<file path="config.mk">
export PLATFORM = sky130hd
export DESIGN_NAME = cnn_kernel_bias_loader
export DESIGN_NICKNAME = d
export VERILOG_FILES = /design/src/rtl/cnn_loader_pkg.sv /design/src/rtl/cnn_bank_addr_counter.sv /design/src/rtl/cnn_kernel_bias_loader.sv
export SDC_FILE = /design/constraint.sdc
export NUM_CORES = 1
export LEC_CHECK = 0
export CORE_MARGIN = 8
export CORE_UTILIZATION = 45
export DETAILED_ROUTE_END_ITERATION = 7
export GPL_TIMING_DRIVEN = 0
export HOLD_SLACK_MARGIN = 0.02
export PLACE_DENSITY = 0.78
export RECOVER_POWER = 100
export SYNTH_ARGS = -nofsm -noshare
export SYNTH_HDL_FRONTEND = slang
export SYNTH_SLANG_ARGS = --single-unit
</file>
<file path="constraint.sdc">
create_clock -name i_clock -period 6.2 [get_ports i_clock]
set_input_delay 0.93 -clock i_clock [delete_from_list [all_inputs] [get_ports i_clock]]
set_output_delay 0.93 -clock i_clock [all_outputs]
set_load 0.1 [all_outputs]
</file>
<file path="src/rtl/cnn_loader_pkg.sv">
// Shared types and constants for the kernel/bias BRAM loader.
package cnn_loader_pkg;

  typedef enum logic [1:0] {IDLE, CLEAR, LOAD, DONE} loader_state_e;

  localparam int CLEAR_CYCLES_DEF = 2;

  // Total port-A words across the whole bank array.
  function automatic int unsigned capacity(input int unsigned banks, input int unsigned aw);
    return banks << aw;
  endfunction

endpackage

</file>
<file path="src/rtl/cnn_bank_addr_counter.sv">
// Round-robin bank index with per-bank address; bank wraps first, then address advances.
module cnn_bank_addr_counter #(
  parameter int BANKS = 4,
  parameter int AW    = 4,
  parameter int CW    = 8,
  parameter int BW    = (BANKS > 1) ? $clog2(BANKS) : 1
) (
  input  logic          i_clock,
  input  logic          i_reset,
  input  logic          i_clear,
  input  logic          i_advance,
  output logic [BW-1:0] o_bank,
  output logic [AW-1:0] o_addr,
  output logic [CW-1:0] o_count
);

  logic [BW-1:0] bank_q;
  logic [AW-1:0] addr_q;
  logic [CW-1:0] count_q;

  always_ff @(posedge i_clock) begin
    if (!i_reset || i_clear) begin
      bank_q  <= '0;
      addr_q  <= '0;
      count_q <= '0;
    end else if (i_advance) begin
      count_q <= count_q + CW'(1);
      if (bank_q == BW'(BANKS - 1)) begin
        bank_q <= '0;
        addr_q <= addr_q + AW'(1);
      end else begin
        bank_q <= bank_q + BW'(1);
      end
    end
  end

  assign o_bank  = bank_q;
  assign o_addr  = addr_q;
  assign o_count = count_q;

endmodule

</file>
<file path="src/rtl/cnn_kernel_bias_loader.sv">
// PS-side loader for the kernel/bias BRAM array: clear banks, then stream words round-robin.
// Optional running-XOR checksum enabled by CNN_LOADER_CHECKSUM_EN.
module cnn_kernel_bias_loader
  import cnn_loader_pkg::*;
#(
  parameter int DATA_WIDTH                     = 32,
  parameter int KERNEL_BRAM_NUM                = 4,
  parameter int KERNEL_BIAS_BRAM_ADDRESS_WIDTH = 4,
  parameter int KERNEL_BIAS_WIDTH              = 8,
  parameter int CLEAR_CYCLES                   = CLEAR_CYCLES_DEF
) (
  input  logic                                      i_clock,
  input  logic                                      i_reset,
  input  logic                                      i_start,
  input  logic [KERNEL_BIAS_WIDTH-1:0]              i_word_count,
  input  logic                                      i_data_valid,
  input  logic [DATA_WIDTH-1:0]                     i_data,
  output logic                                      o_data_ready,
  output logic [0:0]                                o_ps_enable [KERNEL_BRAM_NUM],
  output logic [0:0]                                o_wenable [KERNEL_BRAM_NUM],
  output logic [KERNEL_BIAS_BRAM_ADDRESS_WIDTH-1:0] o_waddress [KERNEL_BRAM_NUM],
  output logic [DATA_WIDTH-1:0]                     o_bram_data [KERNEL_BRAM_NUM],
  output logic [KERNEL_BRAM_NUM-1:0]                o_kernel_bias_bram_rst,
  output logic                                      o_busy,
  output logic                                      o_done,
  output logic                                      o_error,
  output logic [DATA_WIDTH-1:0]                     o_checksum
);

  localparam int          AW  = KERNEL_BIAS_BRAM_ADDRESS_WIDTH;
  localparam int          KBW = KERNEL_BIAS_WIDTH;
  localparam int          BW  = (KERNEL_BRAM_NUM > 1) ? $clog2(KERNEL_BRAM_NUM) : 1;
  localparam int          CCW = $clog2(CLEAR_CYCLES + 1);
  localparam int unsigned CAP = capacity(KERNEL_BRAM_NUM, AW);

  loader_state_e  state_q;
  logic [KBW-1:0] n_q;
  logic [CCW-1:0] clr_cnt_q;
  logic           rst_q, ready_q, busy_q, done_q, err_q;

  logic [BW-1:0]  bank;
  logic [AW-1:0]  addr;
  logic [KBW-1:0] count;
  logic           start_acc, overflow, xfer, last_xfer;

  assign start_acc = (state_q == IDLE) && i_start;
  assign overflow  = 32'(i_word_count) > CAP;
  assign xfer      = ready_q && i_data_valid;
  assign last_xfer = xfer && (count == n_q - KBW'(1));

  cnn_bank_addr_counter #(
    .BANKS(KERNEL_BRAM_NUM), .AW(AW), .CW(KBW), .BW(BW)
  ) u_cnt (
    .i_clock  (i_clock),
    .i_reset  (i_reset),
    .i_clear  (start_acc),
    .i_advance(xfer),
    .o_bank   (bank),
    .o_addr   (addr),
    .o_count  (count)
  );

  always_ff @(posedge i_clock) begin
    if (!i_reset) begin
      state_q   <= IDLE;
      n_q       <= '0;
      clr_cnt_q <= '0;
      rst_q     <= 1'b0;
      ready_q   <= 1'b0;
      busy_q    <= 1'b0;
      done_q    <= 1'b0;
      err_q     <= 1'b0;
    end else begin
      done_q <= 1'b0;
      case (state_q)
        IDLE: if (i_start) begin
          n_q       <= i_word_count;
          err_q     <= 1'b0;
          busy_q    <= 1'b1;
          clr_cnt_q <= '0;
          if (overflow) begin
            err_q   <= 1'b1;
            state_q <= DONE;
          end else begin
            rst_q   <= 1'b1;
            state_q <= CLEAR;
          end
        end
        CLEAR: begin
          clr_cnt_q <= clr_cnt_q + CCW'(1);
          if (clr_cnt_q == CCW'(CLEAR_CYCLES - 1)) begin
            rst_q <= 1'b0;
            if (n_q == '0) begin
              state_q <= DONE;
            end else begin
              ready_q <= 1'b1;
              state_q <= LOAD;
            end
          end
        end
        LOAD: if (last_xfer) begin
          ready_q <= 1'b0;
          state_q <= DONE;
        end
        DONE: begin
          done_q  <= 1'b1;
          busy_q  <= 1'b0;
          state_q <= IDLE;
        end
        default: state_q <= IDLE;
      endcase
    end
  end

  // Port-A write registers: one bank strobed per transfer, address/data hold otherwise.
  for (genvar b = 0; b < KERNEL_BRAM_NUM; b++) begin : g_bank
    logic            wen_q;
    logic [AW-1:0]   waddr_q;
    logic [DATA_WIDTH-1:0] wdata_q;
    logic            hit;

    assign hit = xfer && (bank == BW'(b));

    always_ff @(posedge i_clock) begin
      if (!i_reset) begin
        wen_q   <= 1'b0;
        waddr_q <= '0;
        wdata_q <= '0;
      end else begin
        wen_q <= hit;
        if (hit) begin
          waddr_q <= addr;
          wdata_q <= i_data;
        end
      end
    end

    assign o_ps_enable[b] = wen_q;
    assign o_wenable[b]   = wen_q;
    assign o_waddress[b]  = waddr_q;
    assign o_bram_data[b] = wdata_q;
  end

`ifdef CNN_LOADER_CHECKSUM_EN
  logic [DATA_WIDTH-1:0] cksum_q, cksum_d;

  assign cksum_d = start_acc ? '0 : (xfer ? (cksum_q ^ i_data) : cksum_q);

  always_ff @(posedge i_clock) begin
    if (!i_reset) cksum_q <= '0;
    else          cksum_q <= cksum_d;
  end

  assign o_checksum = cksum_q;
`else
  assign o_checksum = '0;
`endif

  assign o_data_ready           = ready_q;
  assign o_kernel_bias_bram_rst = {KERNEL_BRAM_NUM{rst_q}};
  assign o_busy                 = busy_q;
  assign o_done                 = done_q;
  assign o_error                = err_q;

endmodule
</file>
==> out/qor.yml <==
drive_above_1_share_pct: 6.88
synth_edf_count: 0
grt_first_pass_wirelength_mm: 33.9
antenna-diode-count: 0
globalRouteTotalUtil_pct: 21.2
cp_max_fo: 5
ys.warnings.count: 0
area_growth_pct: 41.4
gr-max-usage-layer: "met2"
initial_utilization_pct: 46.2
critPathLaunchType: "flop"
finalHoldViolations: 0
row_count: 46
clkSinkCount: 179
swShare_pct: 34.4
clk_path_buf_depth: 2
dp_hpwl_mm: 16.8
nFillCells: 1349
final_common_cell: "nand2_1"
die_width_um: 144
p_leak_uw: 0.00426
r2r_slack_ps: 3960
synth_seq_cells: 179
vias_per_cell: 4.78
worst_pin_slew_ps: 1080
pre_cts_slack_ps: 2980
cts-root-buf: "clkbuf_16"
cap_viol_max_count: 0
grt_pass1_vias: 6187
vias: 6521
drtIter0Drc: 408
use_met1_pct: 25.5
htreeDepth: 4
grt_antenna_before_repair: 0
clockPowerShare_pct: 36.4
fin_ws_ps: 3120
portBuffers: 203
switchingPower_uw: 1100
synth_area_mm2: 0.00736
clk_latency_ps: 430
ioPinCount: 236
fin_skew_ps: 12.8
grt_use_met2_pct: 34.0
seqPwrFrac_pct: 38.9
p_int_uw: 2100
min_period_ps: 3080
synth_cell_type_count: 34
cts_buffers: 17
ys_seq_area_share_pct: 48.7
core_area_mm2: 0.0159
nNetsFinal: 1194
post_cts_buffers: 0
worstPathArrival_ps: 2150
slew_viol_final: 0
cp.required_ps: 5270
fmax_ghz: 0.325
grt_overflow: 0
cts_tree: "yes"
async_flop_share_pct: 0
setup_viol: 0
combPwrFrac_pct: 24.6
cp-end-kind: "primary output"
syn_inst: 884
cts_resized: 0
ctsHoldBuffers: 0
wirelength_mm: 22.3
crit_type: "reg2out"
peakVddDrop_v: 0.000199
yosysTopAreaCell: "dfxtp_1"
slew_headroom_pct: 27.7
clk_pin_slew_ps: 70
dr.pass1.iters: 5
grtUsageMet3_pct: 9.39
ant_nets: 0
synth.avg_cell_area_um2: 8.33
fin_tns_setup_ps: 0
status: "finished clean"
final_cell_mix: "nand2_1 (326), dfxtp_1 (179), dlygate4sd3_1 (162), a21boi_0 (156), clkbuf_1 (53)"
design.die.area_mm2: 0.0207
grt_start_max_net_pins: 17
die_h_um: 144
power.density_mw_per_mm2: 307
synth_ff_type: "dfxtp_1"
rsz0062_at_grt: "no"
place_congestion: 0.774
wire_per_inst_um: 16.4
yosys-top-cells-area: "dfxtp_1 (49%), nand2_1 (17%), a21boi_0 (16%)"
drc: 0
yosys.area.top_type_share_pct: 48.7
hold_class: "reg2reg"
finalCritPeriodShare_pct: 49.6
## cell usage after synthesis, types with 3 or more instances
| library cell | n |
|---|---|
| clkbuf_1 | 53 |
| a21oi_1 | 6 |
| nand3_1 | 4 |
| mux2i_1 | 3 |
| xor2_1 | 11 |
| inv_1 | 10 |
| xnor2_1 | 10 |
| and2_1 | 9 |
| and3_1 | 5 |
| dfxtp_1 | 179 |
| nand2_1 | 326 |
| ha_1 | 13 |
| nor3_1 | 3 |
| buf_4 | 44 |
| nand4_1 | 4 |
| a21boi_0 | 155 |
| nor2_1 | 20 |
| o21ai_0 | 9 |
## flip-flops by register name, summed over array words and instances (netlist names), 2 cells and up
register,cells
u_cnt.o_addr,4
state_q,2
g_bank.waddr_q,16
clr_cnt_q,2
g_bank.wen_q,4
n_q,8
g_bank.wdata_q,128
u_cnt.o_count,8
u_cnt.o_bank,2
## path summary, 6_finish.rpt
path / from / endpoint / cells past startpoint
setup / recovery: rst_q / o_kernel_bias_bram_rst[2] / 2
hold / removal: g_bank[1].waddr_q[1] / g_bank[1].waddr_q[1] / 2
setup reg to reg: o_data_ready / g_bank[1].waddr_q[2] / 6
hold reg to reg: g_bank[1].waddr_q[1] / g_bank[1].waddr_q[1] / 2
## worst max-delay path: stages (launching register included)
cell and delay [ps]:
dfxtp_1 400, buf_4 130, dlygate4sd3_1 1200
## per-layer routing
layer  wire (um)  vias up
li1            -     3280
met4         166        0
met5           0        -
met1        9530     3017
met2       10300      210
met3        2370       14
## cell families (layout without fill, tap and decap cells)
family	count (synthesis)	after routing	synth area share [%]
AO/OA/AOI/OAI	179	179	18.0
XOR/XNOR	21	21	2.50
adder cells (fa/ha/maj)	13	13	2.21
buffers and inverters	107	341	7.70
flip-flops	179	179	48.7
multiplexers	3	3	0.408
other	1	32	0.0509
AND/OR/NAND/NOR	381	381	20.5
## area by class of cell
| class | instances | area (um2) | area share [%] |
|---|---|---|---|
| clock buffers | 18 | 439 | 4.22 |
| multi-input cells | 629 | 3320 | 31.9 |
| plain buffers | 97 | 529 | 5.08 |
| well taps | 216 | 270 | 2.60 |
| flip-flops and latches | 179 | 3580 | 34.4 |
| inverters | 10 | 37.5 | 0.360 |
| clock inverters | 13 | 198 | 1.90 |
| repair buffers | 203 | 2030 | 19.5 |
## power by group through the flow
stage	Combinational, uW	Clock [uW]	Sequential, uW
6_report	788	1160	1240
5_1_grt	838	1230	1250
4_1_cts	807	1180	1240
3_5_place_dp	802	0	1270
3_3_place_gp	795	0	1270
2_1_floorplan	383	0	1490
## per-stage QoR
step                total power, uW  hold WS (ps)  instances  util, %  cell area, um2
finish                         3200           458       1365     65.3           10400
global placement               2060           449       1334     61.4            9780
CTS                            3230           465       1365     65.4           10400
floorplan                      1880           464        915        -            7480
global route                   3320           476       1365     65.3           10400
detailed placement             2070           456       1334     61.4            9780
Note: power is estimated with default switching activity, not from simulation.
